==> config.mk <==
export PLATFORM = sky130hd
export DESIGN_NAME = pc_sequencer_flat
export DESIGN_NICKNAME = d
export VERILOG_FILES = /design/src/rtl/pc_sequencer_if.sv /design/src/rtl/pc_sequencer.sv /design/src/flat_wrapper.sv
export SDC_FILE = /design/constraint.sdc
export NUM_CORES = 1
export LEC_CHECK = 0
export ABC_AREA = 1
export CAP_MARGIN = 5
export CORE_MARGIN = 4
export CORE_UTILIZATION = 59
export CTS_CLUSTER_DIAMETER = 60
export DETAILED_ROUTE_END_ITERATION = 6
export HOLD_SLACK_MARGIN = 0.02
export PLACE_DENSITY_LB_ADDON = 0.08
export SKIP_CTS_REPAIR_TIMING = 1
export SYNTH_ARGS = -nofsm -noshare
export SYNTH_HDL_FRONTEND = slang
export SYNTH_SLANG_ARGS = --single-unit
==> constraint.sdc <==
create_clock -name clk -period 5.6 [get_ports clk]
set_input_delay 1.12 -clock clk [delete_from_list [all_inputs] [get_ports clk]]
set_output_delay 1.12 -clock clk [all_outputs]
set_load 0.01 [all_outputs]
==> src/rtl/pc_sequencer_if.sv <==
// pc_sequencer_if: control-unit <-> PC sequencer bundle.
interface pc_sequencer_if #(
    parameter int D = 12,
    parameter int A = 8
);
    logic         start;
    logic         stall;
    logic         branch;
    logic [A-1:0] branch_sel;
    logic         halt;
    logic         cfg_we;
    logic [A-1:0] cfg_idx;
    logic [D-1:0] cfg_off;
    logic [D-1:0] pc;
    logic         running;
    logic         done;
    logic         bad_sel;

    modport master (
        output start, stall, branch, branch_sel, halt, cfg_we, cfg_idx, cfg_off,
        input  pc, running, done, bad_sel
    );

    modport slave (
        input  start, stall, branch, branch_sel, halt, cfg_we, cfg_idx, cfg_off,
        output pc, running, done, bad_sel
    );
endinterface

==> src/rtl/pc_sequencer.sv <==
// pc_sequencer: fetch-stage PC with IDLE/RUN/HALT control and a writable branch-offset table.
module pc_sequencer #(
    parameter int           D        = 12,
    parameter int           A        = 8,
    parameter int           DEPTH    = 4,
    parameter logic [D-1:0] START_PC = '0,
    parameter logic [D-1:0] END_PC   = '1
) (
    input logic          clk,
    input logic          reset_n,
    pc_sequencer_if.slave s
);
    localparam int           IW      = DEPTH > 1 ? $clog2(DEPTH) : 1;
    localparam logic [A-1:0] DEPTH_A = A'(DEPTH);

    typedef enum logic [1:0] {IDLE, RUN, HALT} state_t;

    state_t       state;
    logic [D-1:0] tbl [DEPTH];
    logic         sel_ok;
    logic [D-1:0] off;

    function automatic logic [D-1:0] init_off(int i);
        return i == 0 ? D'(-5) : i == 1 ? D'(20) : i == 2 ? D'(-1) : '0;
    endfunction

    // Out-of-range selects contribute a zero offset, so the PC holds.
    always_comb begin
        sel_ok = s.branch_sel < DEPTH_A;
        off    = sel_ok ? tbl[s.branch_sel[IW-1:0]] : '0;
    end

    always_ff @(posedge clk or negedge reset_n) begin
        if (!reset_n) begin
            state     <= IDLE;
            s.pc      <= START_PC;
            s.running <= 1'b0;
            s.done    <= 1'b0;
            s.bad_sel <= 1'b0;
            for (int i = 0; i < DEPTH; i++) tbl[i] <= init_off(i);
        end else begin
            s.bad_sel <= 1'b0;
            if (s.cfg_we && s.cfg_idx < DEPTH_A) tbl[s.cfg_idx[IW-1:0]] <= s.cfg_off;
            case (state)
                IDLE, HALT: begin
                    if (s.start) begin
                        state     <= RUN;
                        s.pc      <= START_PC;
                        s.running <= 1'b1;
                        s.done    <= 1'b0;
                    end
                end
                RUN: begin
                    if (s.halt || (!s.stall && !s.branch && s.pc == END_PC)) begin
                        state     <= HALT;
                        s.running <= 1'b0;
                        s.done    <= 1'b1;
                    end else if (!s.stall && s.branch) begin
                        s.pc      <= s.pc + off;
                        s.bad_sel <= !sel_ok;
                    end else if (!s.stall) begin
                        s.pc <= s.pc + D'(1);
                    end
                end
                default: begin
                    state     <= IDLE;
                    s.running <= 1'b0;
                    s.done    <= 1'b0;
                end
            endcase
        end
    end
endmodule

==> src/flat_wrapper.sv <==
// flat-port wrapper written by rule: the top's interface ports become plain ports
module pc_sequencer_flat 
#(
    parameter int           D        = 12,
    parameter int           A        = 8,
    parameter int           DEPTH    = 4,
    parameter logic [D-1:0] START_PC = '0,
    parameter logic [D-1:0] END_PC   = '1
)
  (clk, reset_n, s_start, s_stall, s_branch, s_branch_sel, s_halt, s_cfg_we, s_cfg_idx, s_cfg_off, s_pc, s_running, s_done, s_bad_sel);
  pc_sequencer_if #(.D(D), .A(A)) s_i ();
  input logic clk;
  input logic reset_n;
  input wire logic [$bits(s_i.start)-1:0] s_start;
  input wire logic [$bits(s_i.stall)-1:0] s_stall;
  input wire logic [$bits(s_i.branch)-1:0] s_branch;
  input wire logic [$bits(s_i.branch_sel)-1:0] s_branch_sel;
  input wire logic [$bits(s_i.halt)-1:0] s_halt;
  input wire logic [$bits(s_i.cfg_we)-1:0] s_cfg_we;
  input wire logic [$bits(s_i.cfg_idx)-1:0] s_cfg_idx;
  input wire logic [$bits(s_i.cfg_off)-1:0] s_cfg_off;
  output wire logic [$bits(s_i.pc)-1:0] s_pc;
  output wire logic [$bits(s_i.running)-1:0] s_running;
  output wire logic [$bits(s_i.done)-1:0] s_done;
  output wire logic [$bits(s_i.bad_sel)-1:0] s_bad_sel;
  assign s_i.start = s_start;
  assign s_i.stall = s_stall;
  assign s_i.branch = s_branch;
  assign s_i.branch_sel = s_branch_sel;
  assign s_i.halt = s_halt;
  assign s_i.cfg_we = s_cfg_we;
  assign s_i.cfg_idx = s_cfg_idx;
  assign s_i.cfg_off = s_cfg_off;
  assign s_pc = s_i.pc;
  assign s_running = s_i.running;
  assign s_done = s_i.done;
  assign s_bad_sel = s_i.bad_sel;
  pc_sequencer #(.D(D), .A(A), .DEPTH(DEPTH), .START_PC(START_PC), .END_PC(END_PC)) u_core (.clk(clk), .reset_n(reset_n), .s(s_i));
endmodule
==> run_results.csv, run 1 <==
group,metric,value,unit
run_status,outcome,"complete, no violations",
critical_path,start_kind,"input pin",
clock_tree,clk_pin_slew,0.08,ns
clock_tree,cts_tree,"yes",
logic_synthesis,syn_area,3540,um2
critical_path,cp-end-kind,"flop",
timing,rsz0062_at_grt,"false",
critical_path,endpoint,"u_core.s.pc[6]$_DFFE_PN0P_",
clock_tree,clockBufferDepth,2,
die,num_rows,27,
logic_synthesis,yosysMostFrequentCell,"nand2_1",
placement,hpwl,5.76,mm
logic_synthesis,yosysSeqAreaShare,0.454,
global_routing,grt_max_degree,64,
logic_synthesis,ys_types,32,
routing,dr.pass1.iters,5,
critical_path,crit_path_max_incr_delay,0.76,ns
die,io_pins,50,
global_routing,grt_pass1_vias,3059,
clock_tree,worstSkewPairLatency,0.35,ns
power,p_per_area,250,nW/um2
die,die_area,7310,um2
worst_hold_path,hold_class,"reg -> reg",
logic_synthesis,synth_area_leaders,"dfrtp_1, dfstp_2, nand2_1",
global_routing,grt.total_usage,0.235,
logic_synthesis,ys_ff_latch,63,
logic_synthesis,syn_nets,506,
placement,io_buffer_count,49,
logic_synthesis,synthArstFlopShare,1.00,
timing,worstMarginPinSlew,0.781,ns
global_routing,antenna_found_initial,0,
critical_path,cp_data_required_time,5.83,ns
routing,drc,0,
critical_path,crit_arrival,3.89,ns
clock_tree,cts_root_buf,"clkbuf_8",
logic_synthesis,synthCells,459,
routing,vias_per_cell,5.47,
timing,fin_skew,0.00753,ns
flow_run,drv_cap,0,
critical_path,ff2ff_path_depth,10,
die,die_w,85.5,um
routing,vias,3184,
die,start_util,0.624,
logic_synthesis,yosysWarnings,0,
layout,fill_cells,453,
critical_path,path_class,"in -> reg",
critical_path,r2r_end,"u_core.s.pc[6]$_DFFE_PN0P_",
power,p_leak,1.98,nW
clock_tree,cts_buffers,9,
timing,finalMaxSlewViolations,0,
clock_tree,htreeDepth,3,
global_routing,overflow,0,
logic_synthesis,synth_common_cells,"nand2_1, inv_1, nor2_1, o21ai_0, dfrtp_1",
layout,fin_nets,552,
routing,wl,8.04,mm
logic_synthesis,synth_top_area_share,0.268,
critical_path,crit_start,"s_branch_sel[1]",
layout,fin_util,0.748,
layout,drive_gt1_frac,0.118,
die,core,5680,um2
placement,dpl_worst_slack,1.59,ns
critical_path,crit_path_top_delay_cell,"clkdlybuf4s50_1",
critical_path,r2r_setup_slack,3.32,ns
routing,antenna_left,0,
critical_path,crit_chain,"clkdlybuf4s50_1 -> inv_1 -> o21ai_0 -> o22ai_1 -> o21a_1 -> ha_1 -> fa_1 -> nand3_1 -> nand3_1 -> a21oi_1 -> xor2_1 -> o21ai_0",
timing,hold_viol,0,
critical_path,timing.rr.start,"u_core.tbl[12]$_DFFE_PN1P_",
die,fp.dieH,85.5,um
timing,post-route-min-period,3.66,ns
timing,fin_crit_sh,0.654,
logic_synthesis,syn_avg_cell_area,7.72,um2
layout,antenna_cells,0,
logic_synthesis,synth_area_leader_cell,"dfrtp_1",
routing,drt_iter0_drc,171,
timing,finalSetupTns,0,ns
logic_synthesis,synth_edf_count,0,
critical_path,worstPathMaxFanout,14,
global_routing,grt_first_pass_wirelength,13.7,mm
layout,area_growth_syn_to_layout,19.9,%
timing,setup_viol,0,
clock_tree,cts_sinks,63,
timing,slew_headroom,0.480,
placement,gp_congestion,0.939,
logic_synthesis,synth_flop_cell,"dfrtp_1",
routing,drt-wirelength-per-cell,13.8,um
timing,fmax,273,MHz
timing,worst_slack,1.94,ns
power,ir_worst_vdd,0.196,mV
## cells in the final DEF, fill, tap and decap left out, types with 2 or more instances in the layout
cell             instances
xor2_1                   2
o21ai_0                 44
o21ai_1                 32
ha_1                    11
inv_1                   51
xnor2_1                  3
clkbuf_8                10
clkinv_4                 2
clkinvlp_4               3
buf_4                    3
nand3_2                  2
dfstp_2                 25
o21ai_2                  7
nand3b_1                 2
nand4_1                  3
o22ai_1                 12
nand3_1                 15
dfrtp_1                 38
clkdlybuf4s50_1         48
a21oi_1                  7
nand2_2                  2
nand2_1                129
nor2_1                  46
## power breakdown
| part | total, mW | internal [mW] | switching, mW |
|---|---|---|---|
| Combinational | 0.146 | 0.0641 | 0.0815 |
| Clock | 0.414 | 0.219 | 0.195 |
| Sequential | 0.502 | 0.486 | 0.0159 |
## worst min-delay path by stage
| stage | startpoint | slack (ns) | end | cells after the start |
|---|---|---|---|---|
| 6_report | u_core.tbl[36]$_DFFE_PN1P_ | 0.47 | u_core.tbl[36]$_DFFE_PN1P_ | 2 |
| 5_1_grt | u_core.tbl[12]$_DFFE_PN1P_ | 0.49 | u_core.tbl[12]$_DFFE_PN1P_ | 2 |
| 4_1_cts | u_core.tbl[17]$_DFFE_PN1P_ | 0.47 | u_core.tbl[17]$_DFFE_PN1P_ | 2 |
| 3_5_place_dp | u_core.tbl[17]$_DFFE_PN1P_ | 0.46 | u_core.tbl[17]$_DFFE_PN1P_ | 2 |
| 3_3_place_gp | u_core.tbl[36]$_DFFE_PN1P_ | 0.46 | u_core.tbl[36]$_DFFE_PN1P_ | 2 |
| 2_1_floorplan | u_core.tbl[15]$_DFFE_PN1P_ | 0.45 | u_core.tbl[15]$_DFFE_PN1P_ | 2 |
## state kept, by name, indices dropped and copies added (netlist names)
register,cells
u_core.tbl,48
u_core.s.pc,12
u_core.s.bad_sel,1
u_core.s.done,1
u_core.state,1
## routing by layer
layer	vias to the layer above	global-route usage	routed length (um)
met5	-	0	0
met4	0	0.105	233
met3	21	0.0417	325
met2	79	0.390	3860
met1	1502	0.299	3620
li1	1582	-	-
## kinds of logic after synthesis
| logic type | share of synthesized area |
|---|---|
| buffers and inverters | 0.0834 |
| DFF | 0.454 |
| adders and majority gates | 0.0445 |
| and+or+nand+nor | 0.240 |
| xor gates and xnor gates | 0.0124 |
| AOI/OAI and AO/OA | 0.166 |
## layout make-up
type	count	area [um2]	area share
Clock inverter	6	70.1	0.0165
Inverter	52	195	0.0459
Sequential cell	63	1610	0.378
Clock buffer	10	138	0.0324
Multi-Input combinational cell	327	1640	0.386
Timing Repair Buffer	52	508	0.120
Tap cell	72	90.1	0.0212
## worst max-delay path, delay by kind of cell
kind,cells,cell delay [ns]
simple gates,2,0.24
fa+ha+maj,2,0.65
buf+inv,2,1.04
compound gates,5,0.68
xor+xnor,1,0.15
## metrics by stage
stage	power (mW)	hold WS (ns)	std cells	area (um2)
2_1_floorplan	0.587	0.448	459	3540
3_3_place_gp	0.651	0.462	566	4040
3_5_place_dp	0.656	0.462	566	4040
4_1_cts	1.07	0.474	582	4250
5_1_grt	1.11	0.487	582	4250
6_report	1.06	0.475	582	4250
Note: power is estimated with default switching activity, not from simulation.
==> inputs of run 2 (changes only) <==
Settings changed: CORE_UTILIZATION 59 to 49.
Clock period 5.6 ns to 2.95 ns, I/O delays scaled along.
==> run_results.csv, run 2 (synthesis results as in run 1) <==
group,metric,value,unit
global_routing,gr-usage-met1,0.279,
clock_tree,cts_root_buf,"clkbuf_8",
critical_path,crit_start,"s_branch_sel[0]",
critical_path,crit_arrival,2.90,ns
worst_hold_path,hold_class,"in -> async",
critical_path,path_class,"in -> reg",
power,p_per_area,447,nW/um2
power,p_int,1.44,mW
critical_path,r2r_end,"u_core.s.pc[6]$_DFFE_PN0P_",
die,die_w,93.0,um
die,core,6910,um2
clock_tree,cts_tree,"yes",
global_routing,grt.total_usage,0.208,
power,pwr-share-seq,0.483,
clock_tree,clockBufferDepth,2,
routing,antenna_left,0,
power,power_switching_share,0.268,
timing,post-route-min-period,2.68,ns
die,fp.dieH,93.0,um
routing,drc,0,
timing,fin_crit_sh,0.910,
layout,fin_util,0.638,
critical_path,crit_path_max_incr_delay,0.55,ns
layout,fin_nets,568,
timing,slew_headroom,0.348,
power,switchingPower,528,uW
layout,final_common_cell,"nand2_1",
global_routing,grt_pass1_vias,3076,
flow_run,drv_cap,0,
clock_tree,htreeDepth,3,
layout,largest_reg_flops,48,
layout,top_regs,"u_core.tbl x48, u_core.s.pc x12",
power,finalPower,1.97,mW
layout,area_growth_syn_to_layout,24.4,%
timing,worstMarginPinSlew,0.978,ns
timing,hold_viol,0,
global_routing,grt_max_degree,46,
timing,setup_viol,0,
critical_path,cp_data_required_time,3.17,ns
routing,wl,8.11,mm
timing,rsz0062_at_grt,"false",
critical_path,endpoint,"u_core.s.pc[6]$_DFFE_PN0P_",
layout,top_register,"u_core.tbl",
die,die_area,8650,um2
global_routing,met2_usage,0.330,
global_routing,overflow,0,
critical_path,worstPathMaxFanout,4,
routing,vias,3151,
clock_tree,clk_pin_slew,0.07,ns
layout,layoutNonFillerInstCount,622,
power,comb_power_share,0.146,
placement,io_buffer_count,49,
clock_tree,cts_buffers,9,
layout,drive_gt1_frac,0.143,
placement,hpwl,5.98,mm
clock_tree,cts_sinks,63,
critical_path,timing.rr.start,"u_core.tbl[24]$_DFFE_PN0P_",
placement,dpl_worst_slack,-0.0851,ns
layout,mostFrequentLayoutCells,"nand2_1, inv_1, clkdlybuf4s50_1",
global_routing,grt_first_pass_wirelength,14.3,mm
routing,drt_iter0_drc,133,
critical_path,r2r_setup_slack,0.78,ns
clock_tree,worstSkewPairLatency,0.34,ns
die,io_pins,50,
layout,antenna_cells,0,
power,clkPwrFrac,0.370,
global_routing,grt_busiest_layer,"met2",
timing,fmax,372,MHz
critical_path,cp-end-kind,"flop",
timing,worst_slack,0.265,ns
placement,dpl.cell_count,606,
die,start_util,0.513,
timing,fin_skew,0.00823,ns
routing,drt-wirelength-per-cell,13.0,um
power,p_leak,2.06,nW
critical_path,ff2ff_path_depth,10,
global_routing,grt.met3_usage,0.0394,
die,num_rows,30,
critical_path,crit_chain,"clkdlybuf4s50_1 -> inv_1 -> o21ai_0 -> o22ai_1 -> o21a_1 -> ha_1 -> fa_1 -> nand3_1 -> nand3_1 -> a21oi_1 -> xor2_1 -> o21ai_0",
power,ir_worst_vdd,0.443,mV
timing,finalMaxSlewViolations,0,
global_routing,antenna_found_initial,0,
routing,vias_per_cell,5.07,
placement,gp_congestion,0.878,
timing,finalSetupTns,0,ns
critical_path,start_kind,"input pin",
run_status,outcome,"complete, no violations",
critical_path,crit_path_top_delay_cell,"clkdlybuf4s50_1",
routing,dr.pass1.iters,5,
==> run 2: cell type report <==
type | instances | area [um2]
timing repair buffer | 68 | 653
clock inverter | 6 | 62.6
multi-input combinational | 327 | 1640
fill | 610 | 2500
sequential | 63 | 1610
tap | 96 | 120
inverter | 52 | 195
clock buffer | 10 | 128
==> run 2: through the flow <==
stage	instance area, um2	hold slack (ns)
detailed placement	4220	0.462
finish	4410	0.396
CTS	4410	0.428
global placement	4220	0.459
floorplan	3540	0.294
global route	4410	0.470
==> run 2: worst max-delay path: cells and delay by family <==
kind                     cells  cell delay, ns
AO/OA/AOI/OAI                5            0.69
buffers and inverters        2            0.66
adder cells (fa/ha/maj)      2            0.60
AND/OR/NAND/NOR              2            0.20
XOR/XNOR                     1            0.15
==> run 2: layer usage <==
layer  wire [um]  vias up
met2        3960       72
li1            -     1613
met1        3700     1455
met4         117        0
met5           0        -
met3         326       11
==> run 2: how the worst min path moves through the flow <==
| stage | to | slack, ns | cells after the start |
|---|---|---|---|
| floorplan | u_core.s.bad_sel$_DFF_PN0_ | 0.29 | 0 |
| global placement | u_core.tbl[22]$_DFFE_PN1P_ | 0.46 | 2 |
| detailed placement | u_core.tbl[22]$_DFFE_PN1P_ | 0.46 | 2 |
| CTS | u_core.s.bad_sel$_DFF_PN0_ | 0.43 | 1 |
| global route | u_core.s.done$_DFFE_PN0P_ | 0.47 | 1 |
| finish | u_core.s.done$_DFFE_PN0P_ | 0.40 | 1 |
==> run 2: power groups by stage <==
stage               Clock (mW)  Sequential (mW)  Combinational, mW
floorplan                    0            0.966              0.148
global placement             0            0.965              0.285
detailed placement           0            0.966              0.290
CTS                      0.744            0.951              0.292
global route             0.777            0.957              0.326
finish                   0.729            0.952              0.288
==> inputs of run 3 (changes only) <==
Settings changed: MAX_ROUTING_LAYER from default to met4.
==> run_results.csv, run 3 (synthesis results as in run 1) <==
group,metric,value,unit
routing,drt_iter0_drc,165,
critical_path,cp_data_required_time,3.17,ns
global_routing,grt_busiest_layer,"met2",
routing,vias_per_cell,5.02,
timing,fmax,370,MHz
critical_path,endpoint,"u_core.s.pc[6]$_DFFE_PN0P_",
die,core,6910,um2
timing,finalMaxSlewViolations,0,
global_routing,met2_usage,0.337,
critical_path,timing.rr.start,"u_core.tbl[24]$_DFFE_PN0P_",
global_routing,gr-usage-met1,0.270,
critical_path,cp-end-kind,"flop",
die,fp.dieH,93.0,um
placement,hpwl,5.98,mm
critical_path,ff2ff_path_depth,10,
die,die_area,8650,um2
power,ir_worst_vdd,0.324,mV
layout,final_common_cell,"nand2_1",
routing,drt-wirelength-per-cell,13.3,um
critical_path,r2r_setup_slack,0.78,ns
global_routing,overflow,0,
power,p_per_area,491,nW/um2
clock_tree,htreeDepth,3,
layout,top_regs,"u_core.tbl x48, u_core.s.pc x12",
timing,hold_slack,0.324,ns
timing,fin_crit_sh,0.917,
routing,vias,3122,
layout,largest_reg_flops,48,
routing,drc,0,
power,finalPower,2.20,mW
placement,io_buffer_count,49,
global_routing,grt_first_pass_wirelength,14.0,mm
critical_path,start_kind,"input pin",
clock_tree,cts_tree,"yes",
die,num_rows,30,
critical_path,crit_arrival,2.92,ns
timing,fin_skew,0.00877,ns
layout,area_growth_syn_to_layout,26.3,%
global_routing,antenna_found_initial,0,
worst_hold_path,hold_class,"in -> async",
run_status,outcome,"complete, no violations",
die,io_pins,50,
layout,mostFrequentLayoutCells,"nand2_1, inv_1, clkdlybuf4s50_1",
layout,fin_nets,568,
timing,slew_headroom,0.471,
routing,antenna_left,0,
clock_tree,clk_pin_slew,0.07,ns
routing,dr.pass1.iters,4,
global_routing,grt.total_usage,0.211,
global_routing,grt_pass1_vias,3020,
layout,top_register,"u_core.tbl",
die,die_w,93.0,um
timing,rsz0062_at_grt,"false",
critical_path,crit_start,"s_branch_sel[0]",
timing,worstMarginPinSlew,0.793,ns
timing,post-route-min-period,2.71,ns
clock_tree,cts_sinks,63,
critical_path,r2r_end,"u_core.s.pc[6]$_DFFE_PN0P_",
placement,placed_cell_area,4220,um2
flow_run,drv_cap,0,
routing,wl,8.27,mm
layout,fill_cells,621,
power,p_leak,2.10,nW
global_routing,grt.met3_usage,0.0322,
clock_tree,clockBufferDepth,2,
placement,gp_congestion,0.911,
timing,hold_viol,0,
layout,final_cell_area,4470,um2
clock_tree,cts_buffers,9,
clock_tree,cts_root_buf,"clkbuf_8",
layout,drive_gt1_frac,0.146,
global_routing,grt_max_degree,36,
die,start_util,0.513,
critical_path,path_class,"in -> reg",
layout,antenna_cells,0,
clock_tree,worstSkewPairLatency,0.35,ns
timing,setup_viol,0,
critical_path,worstPathMaxFanout,5,
run 3: per-stage QoR:
step / util / std cells / setup TNS (ns) / setup slack [ns]
6_report: 0.648 / 622 / 0 / 0.244
5_1_grt: 0.648 / 622 / 0 / 0.00317
4_1_cts: 0.647 / 622 / 0 / 0.236
3_5_place_dp: 0.610 / 606 / -0.409 / -0.108
3_3_place_gp: 0.610 / 606 / -0.00698 / -0.00430
2_1_floorplan: - / 459 / 0 / 0.361
run 3: worst min path at each step:
stage	startpoint	end	slack, ns	cells after the start
after floorplan	reset_n	u_core.s.bad_sel$_DFF_PN0_	0.29	0
after global routing	reset_n	u_core.s.pc[7]$_DFFE_PN0P_	0.37	1
after CTS	reset_n	u_core.s.pc[7]$_DFFE_PN0P_	0.34	1
after detailed placement	u_core.tbl[41]$_DFFE_PN1P_	u_core.tbl[41]$_DFFE_PN1P_	0.46	2
after global placement	u_core.tbl[46]$_DFFE_PN1P_	u_core.tbl[46]$_DFFE_PN1P_	0.46	2
final	reset_n	u_core.s.done$_DFFE_PN0P_	0.32	1
run 3: metal layers:
metal  up-vias  share of wire
li1       1607              -
met1      1444           0.45
met2        58           0.49
met3        13          0.031
met4         0          0.019
met5         -              0
run 3: critical path, stage by stage:
cell	delay, ns
clkdlybuf4s50_1	0.55
inv_1	0.12
o21ai_0	0.16
o22ai_1	0.09
o21a_1	0.18
ha_1	0.21
fa_1	0.41
nand3_1	0.09
nand3_1	0.13
a21oi_2	0.16
xor2_1	0.14
o21ai_0	0.09
run 3: power breakdown:
part           switching, mW  internal, mW  total, mW  leakage (nW)
sequential            0.0288         0.922      0.951         0.782
combinational          0.159         0.132      0.290          1.20
clock                  0.367         0.590      0.957         0.127
total                  0.554          1.64       2.20          2.10
run 3: final cells by class:
class	count	area, um2	share of cell area
clock buffers	10	138	0.0308
well taps	96	120	0.0269
clock inverters	6	116	0.0260
flip-flops and latches	63	1610	0.359
inverters	52	195	0.0436
repair buffers	68	653	0.146
multi-input cells	327	1640	0.367
